`config.mk`:
```
export PLATFORM = sky130hd
export DESIGN_NAME = mr_wb_arb
export DESIGN_NICKNAME = d
export VERILOG_FILES = /design/src/rtl/mr_wb_arb.sv
export SDC_FILE = /design/constraint.sdc
export NUM_CORES = 1
export LEC_CHECK = 0
export CAP_MARGIN = 15
export CORE_MARGIN = 4
export CORE_UTILIZATION = 39
export DETAILED_ROUTE_END_ITERATION = 8
export PLACE_DENSITY = 0.82
export SYNTH_ARGS = -nofsm -noshare
export SYNTH_HDL_FRONTEND = slang
export SYNTH_SLANG_ARGS = --single-unit
```
`constraint.sdc`:
```
create_clock -name clk -period 2.7 [get_ports clk]
set_clock_uncertainty 0.2 [all_clocks]
set_input_delay 0.675 -clock clk [delete_from_list [all_inputs] [get_ports clk]]
set_output_delay 0.675 -clock clk [all_outputs]
set_load 0.02 [all_outputs]
```
`src/rtl/mr_wb_arb.sv`:
```
// mr_wb_arb: shares the register-file write port between ALU and load-return producers; `WB_ARB_RR_EN selects round-robin contention, else mem wins.
// Latency: one cycle from a real grant to wb_valid/wb_reg/wb_val/wb_src.
// Backpressure: the contention loser sees ready=0 and holds its request; the write port itself never stalls.
module mr_wb_arb #(
   parameter int XLEN        = 32,
   parameter int REGSEL_BITS = 5,
   parameter int CNT_BITS    = 16
) (
   input  logic                   clk,
   input  logic                   rst,
   input  logic                   alu_valid,
   output logic                   alu_ready,
   input  logic [REGSEL_BITS-1:0] alu_reg,
   input  logic [XLEN-1:0]        alu_val,
   input  logic                   mem_valid,
   output logic                   mem_ready,
   input  logic [REGSEL_BITS-1:0] mem_reg,
   input  logic [XLEN-1:0]        mem_val,
   output logic                   wb_valid,
   output logic [REGSEL_BITS-1:0] wb_reg,
   output logic [XLEN-1:0]        wb_val,
   output logic                   wb_src,
   output logic [CNT_BITS-1:0]    conflict_cnt
);

   typedef struct packed {
      logic                   src;
      logic [REGSEL_BITS-1:0] rd;
      logic [XLEN-1:0]        val;
   } wb_t;

   localparam logic SRC_ALU = 1'b0;
   localparam logic SRC_MEM = 1'b1;

   logic                alu_real;
   logic                alu_null;
   logic                mem_real;
   logic                mem_null;
   logic                contention;
   logic                mem_wins;
   logic                grant_alu;
   logic                grant_mem;
   logic                grant_any;
   logic                last_grant;
   logic                wb_vld_q;
   wb_t                 wb_q;
   wb_t                 wb_d;
   logic [CNT_BITS-1:0] cnt_q;

   // Writes to x0 are architecturally dropped, so they never compete for the port.
   always_comb begin
      alu_real   = alu_valid && (alu_reg != '0);
      alu_null   = alu_valid && (alu_reg == '0);
      mem_real   = mem_valid && (mem_reg != '0);
      mem_null   = mem_valid && (mem_reg == '0);
      contention = alu_real && mem_real;
`ifdef WB_ARB_RR_EN
      mem_wins   = (last_grant == SRC_ALU);
`else
      mem_wins   = 1'b1;
`endif
      grant_alu  = !rst && alu_real && (!mem_real || !mem_wins);
      grant_mem  = !rst && mem_real && (!alu_real || mem_wins);
      grant_any  = grant_alu || grant_mem;
      alu_ready  = !rst && (alu_null || grant_alu);
      mem_ready  = !rst && (mem_null || grant_mem);
   end

   always_comb begin
      wb_d = wb_q;
      if (grant_mem) begin
         wb_d.src = SRC_MEM;
         wb_d.rd  = mem_reg;
         wb_d.val = mem_val;
      end else if (grant_alu) begin
         wb_d.src = SRC_ALU;
         wb_d.rd  = alu_reg;
         wb_d.val = alu_val;
      end
   end

   always_ff @(posedge clk) begin
      if (rst) begin
         wb_vld_q   <= 1'b0;
         wb_q       <= '0;
         last_grant <= SRC_MEM;
         cnt_q      <= '0;
      end else begin
         wb_vld_q   <= grant_any;
         wb_q       <= wb_d;
         last_grant <= grant_any ? grant_mem : last_grant;
         if (contention && (cnt_q != '1)) begin
            cnt_q <= cnt_q + CNT_BITS'(1);
         end
      end
   end

   assign wb_valid     = wb_vld_q;
   assign wb_reg       = wb_q.rd;
   assign wb_val       = wb_q.val;
   assign wb_src       = wb_q.src;
   assign conflict_cnt = cnt_q;

endmodule

```
# Yosys cells after proc, flatten, opt, wreduce, memory -nomap -nowiden
# Index checks and enable logic that the tools add are counted.
# classes
n_addsub,1
eq_ne,1
n_mux,2
n_reduce_logical,21
# ops
cell,n
$mux W38,2
$add A16 B1 Y16 const B,1
$ne A16 B16 Y1 const B,1
$logic_and A1 B1 Y1,11
$logic_not A5 Y1,2
$reduce_bool A5 Y1,2
$logic_or A1 B1 Y1,3
$logic_not A1 Y1,2
$reduce_bool A2 Y1,1
# totals
reg_bits,55
input_bits,78
output_inout_bits,57
wordCells,30

# Depth between registers and ports, before layout
# Gate-level depths: netlist (run 1).
# logic_depth
word_depth,6
ltp_mapped,7
mapped_depth_nobuf,6

# Worst setup path before layout (run 1)
# OpenSTA, ideal clock, no wires.
# synth_timing
kind,input to output
from,input mem_reg[1]
to,output alu_ready
arrival_ps,2197
required_time_ps,1825
setup_slack_ps,-372
stages,5
path_buffers,1
path_cell_list,or4_4 -> o21ai_4 -> buf_2 -> nor2_1 -> nor3b_1
# synth_between
elab_chain_cells,6
# synth_rtl
item,line_no,source
"start, declared",17,"input logic [REGSEL_BITS-1:0] mem_reg,"
$reduce_bool A5 Y1,54,mem_real = mem_valid && (mem_reg != '0);
$logic_and A1 B1 Y1,54,
$logic_not A1 Y1,62,grant_alu = !rst && alu_real && (!mem_real || !mem_wins);
$logic_and A1 B1 Y1,62,
$logic_or A1 B1 Y1,65,alu_ready = !rst && (alu_null || grant_alu);
$logic_and A1 B1 Y1,65,
"end, declared",12,"output logic alu_ready,"
# No other way between the ends.

# Worst setup path after layout (run 1)
# layout_timing
from,input mem_reg[4]
to,output alu_ready
# Same word-level chain as after synthesis.

==> results of run 1 <==
[worst reg2reg max path: stages, from the launching register on]
cell and delay, ns:
sky130_fd_sc_hd__dfxtp_1 0.46, sky130_fd_sc_hd__and4_1 0.39, sky130_fd_sc_hd__nand2_1 0.08, sky130_fd_sc_hd__nor4_1 0.35, sky130_fd_sc_hd__nand4_1 0.17, sky130_fd_sc_hd__mux2_1 0.32
[per-stage QoR]
step           utilization (%)  setup slack (ns)
4_1_cts                   66.4            -0.212
3_5_place_dp              64.8            -0.961
5_1_grt                   66.3            -0.145
3_3_place_gp              64.8            -0.919
6_report                  66.3           -0.0974
2_1_floorplan                -            -0.107
[layout make-up]
cell class	instances	area [µm²]	area share [%]
clock buffer	8	100	2.38
tap	77	96.3	2.29
sequential	55	1100	26.1
multi-input combinational	200	1380	32.9
timing repair buffer	158	1530	36.3
[where the power goes]
group | internal (mW) | total [mW] | switching, mW
logic | 0.265 | 0.474 | 0.209
registers | 0.862 | 0.889 | 0.0270
clock network | 0.235 | 0.484 | 0.249
[cells by family after synthesis]
kind of cell	after synthesis	share of synthesized area (%)
buffers and inverters	20	4.02
AND/OR/NAND/NOR	119	23.2
flip-flops	55	43.1
adder cells (fa/ha/maj)	1	0.490
XOR/XNOR	9	3.09
AO/OA/AOI/OAI	43	14.9
multiplexers	28	11.2
[worst max path at each step]
stage                      to  slack [ns]  cells past startpoint
CTS                 alu_ready       -0.21                      6
global route        alu_ready       -0.15                      6
floorplan           alu_ready       -0.11                      5
finish              alu_ready        -0.1                      6
global placement    alu_ready       -0.92                      6
detailed placement  alu_ready       -0.96                      6
[placed cells by master, fill, tap and decap left out, types with 2 or more instances in the layout]
cell / count
sky130_fd_sc_hd__clkdlybuf4s50_1: 123
sky130_fd_sc_hd__nor2_1: 63
sky130_fd_sc_hd__dfxtp_1: 55
sky130_fd_sc_hd__mux2i_1: 24
sky130_fd_sc_hd__a211oi_1: 23
sky130_fd_sc_hd__buf_4: 21
sky130_fd_sc_hd__nand2_1: 10
sky130_fd_sc_hd__o221a_1: 10
sky130_fd_sc_hd__nand4_1: 9
sky130_fd_sc_hd__xnor2_1: 9
sky130_fd_sc_hd__nor4_1: 7
sky130_fd_sc_hd__clkbuf_8: 7
sky130_fd_sc_hd__nor2b_1: 5
sky130_fd_sc_hd__clkbuf_2: 5
sky130_fd_sc_hd__nor3_1: 4
sky130_fd_sc_hd__o21ai_4: 3
sky130_fd_sc_hd__and4_1: 3
sky130_fd_sc_hd__nand3_1: 3
sky130_fd_sc_hd__mux2_1: 3
sky130_fd_sc_hd__and3_1: 3
sky130_fd_sc_hd__a311oi_1: 3
sky130_fd_sc_hd__buf_12: 3
sky130_fd_sc_hd__or4_4: 2
sky130_fd_sc_hd__nor2_4: 2
sky130_fd_sc_hd__a21oi_1: 2
sky130_fd_sc_hd__clkdlybuf4s15_1: 2
sky130_fd_sc_hd__buf_6: 2
[layer usage]
| layer | up-vias | track usage [%] | wire length, µm |
|---|---|---|---|
| met4 | 0 | 6.59 | 170 |
| met3 | 12 | 7.10 | 669 |
| met5 | - | 0 | 0 |
| met2 | 104 | 32.9 | 3660 |
| li1 | 1289 | - | - |
| met1 | 1193 | 21.0 | 3010 |
[timing repair]
item,CTS,global route
setup endpoints to repair,6,2
gates resized for setup,17,16
cloned,0,0
hold endpoints to repair,0,0
buffers inserted,1,1
pin swaps,5,6
==> metrics.md, run 1 <==
| Metric | Value |
|---|---|
| Timing startpoint of the critical path | `mem_reg[4]` |
| Vias | `2598` |
| Min Tclk post-route | `2.80 ns` |
| Number of synthesized register bits | `55` |
| Clock input transition at the sequential cells of the worst setup and hold paths | `0.09 ns` |
| Total routing usage reported by global routing | `18.8%` |
| Slowest cell on the critical path | `sky130_fd_sc_hd__or4_4` |
| Buf/Inv on CP | `2` |
| ANT nets after route | `0` |
| Static leakage power | `1.72 nW` |
| Master cell of the clock root buffer | `sky130_fd_sc_hd__clkbuf_8` |
| CP required | `1.82 ns` |
| Placed instance count | `488` |
| Most common flop cell mapped by yosys | `sky130_fd_sc_hd__dfxtp_1` |
| Power Density | `439 nW/µm²` |
| Post-detailed-routing wire length | `7500 µm` |
| Kind of capture point of the worst setup path | `primary output` |
| Worst path max stage delay | `0.55 ns` |
| Floorplan die width | `88.9 µm` |
| Transition at the pin with the smallest max-transition slack | `0.377 ns` |
| Achievable frequency | `357 MHz` |
| First-pass detailed-route iteration total | `4` |
| Yosys Warn Count | `0` |
| Clock tree from TritonCTS | `yes` |
| Area growth from synthesis to layout | `64.9%` |
| Yosys cell types | `37` |
| Hold path start | `wb_src` |
| Cell with the most instances on the worst path | `sky130_fd_sc_hd__buf_6` |
| Syn Nets | `354` |
| Worst max-slew margin expressed relative to the limit | `74.6%` |
| Failing checks | `setup timing` |
| Worst Setup Start Kind | `input pin` |
| Crit path cell chain | `buf_6 -> or4_4 -> o21ai_4 -> nor2_4 -> nor3b_4 -> buf_6` |
| Count of inserted antenna diode cells | `0` |
| Top-area cell type share of the netlist area | `43.1%` |
| Layout net count | `499` |
| Worst reg-to-reg path cell count | `5` |
| Placed Area | `4110 µm²` |
| Total standard cell area after synthesis | `2550 µm²` |
| Fill cell total of the finished layout | `536` |
| Reg-to-reg startpoint | `conflict_cnt[4]` |
| Share of final-layout standard cells stronger than drive strength 1 | `12.4%` |
| Antenna violations before repair | `0` |
| Count of input and output buffers | `134` |
| Post-layout worst setup margin | `-0.0974 ns` |
| Max-Cap Viols | `0` |
| Insertion delay of the later-clocked pin in the worst-skew pair | `0.30 ns` |
| Summed negative setup slack over all endpoints | `-0.0974 ns` |
| Number of buffers inserted by hold repair at cts | `0` |
| Wire length of the first global-routing pass | `11800 µm` |
| Ranking of synthesized cells by instance count | `sky130_fd_sc_hd__nor2_1 (65), sky130_fd_sc_hd__dfxtp_1 (55), sky130_fd_sc_hd__mux2i_1 (24)` |
| Final cell count without fillers | `498` |
| Top-level port count | `135` |
| Area contributors post-synth | `sky130_fd_sc_hd__dfxtp_1 (43%), sky130_fd_sc_hd__nor2_1 (9.6%), sky130_fd_sc_hd__mux2i_1 (9.4%)` |
| Die Span Y | `88.9 µm` |
| Fin Hold WS | `0.280 ns` |
| Data arrival time at the worst-slack endpoint | `1.92 ns` |
| Unrepaired setup endpoints after global routing | `yes` |
| Share of the clock period used by the worst path after layout | `104%` |
| Crit Path Category | `in2out` |
| Worst ir drop on vdd | `220 µV` |
| Crit-path leading delay family | `simple AND/OR/NAND/NOR gates` |
| Number of flip-flops in the largest register | `32` |
| Total power | `1.85 mW` |
| Max-slew violation total from the final report | `0` |
| Fin area | `4210 µm²` |
| Setup Viol. Count Final | `1` |
| DR vias/cell | `5.22` |
| Maximum fanout along the worst path | `2` |
| Vias in the first global route | `2503` |
| Final weighted congestion in routability-driven placement | `0.903` |
| Cell with the most instances after synthesis | `sky130_fd_sc_hd__nor2_1` |
| Fin. Hold Viols | `0` |
| Number of enable-type register cells in the synthesized netlist | `0` |
| Min-Delay Path Depth | `2` |
| Gate count of the mapped netlist | `275` |
| Area enclosed by the die boundary | `7910 µm²` |
| Initial standard-cell utilization of the core | `40.2%` |
| Maximum number of pins on one net before global-route repair | `52` |
| Type of the worst min-delay path | `reg2reg` |
| Buffers from clock root to sink, at most | `2` |
| Overall overflow remaining after global route | `0` |
| Total CTS buffers | `5` |
| Cell type with the largest total area after synthesis | `sky130_fd_sc_hd__dfxtp_1` |
| Mean instance size in the synthesized netlist | `9.29 µm²` |
| WHS Endpoint | `wb_src` |
| Per-cell routed wire length | `15.1 µm` |
| Proportion of synthesized flip-flops having asynchronous set or reset | `0%` |
| Run status | `finished with violations` |
| Core Region | `6350 µm²` |
| Reg-to-reg setup timing slack | `0.61 ns` |
| Number of clock sinks seen by CTS | `55` |
| DP Wirelength | `5800 µm` |
| CTS HTree Levels | `2` |
| Sequential fraction of the synthesis area | `43.1%` |
| Std-Cell Rows | `29` |
| Remaining design rule violation count | `0` |
| Starting DRT DRC Count | `78` |
| Terminus of the critical flop-to-flop path | `conflict_cnt[14]` |
Power figures use the tool's default switching activity.
==> inputs of run 2 (changes only) <==
- CTS_CLUSTER_DIAMETER: not set -> 200
==> results of run 2 <==
The final DEF is identical to that of run 1; final timing and power are the same.
==> inputs of run 3 (changes only) <==
- CAP_MARGIN: 15 -> 20
==> results of run 3 <==
The final DEF is identical to that of run 1; final timing and power are the same.
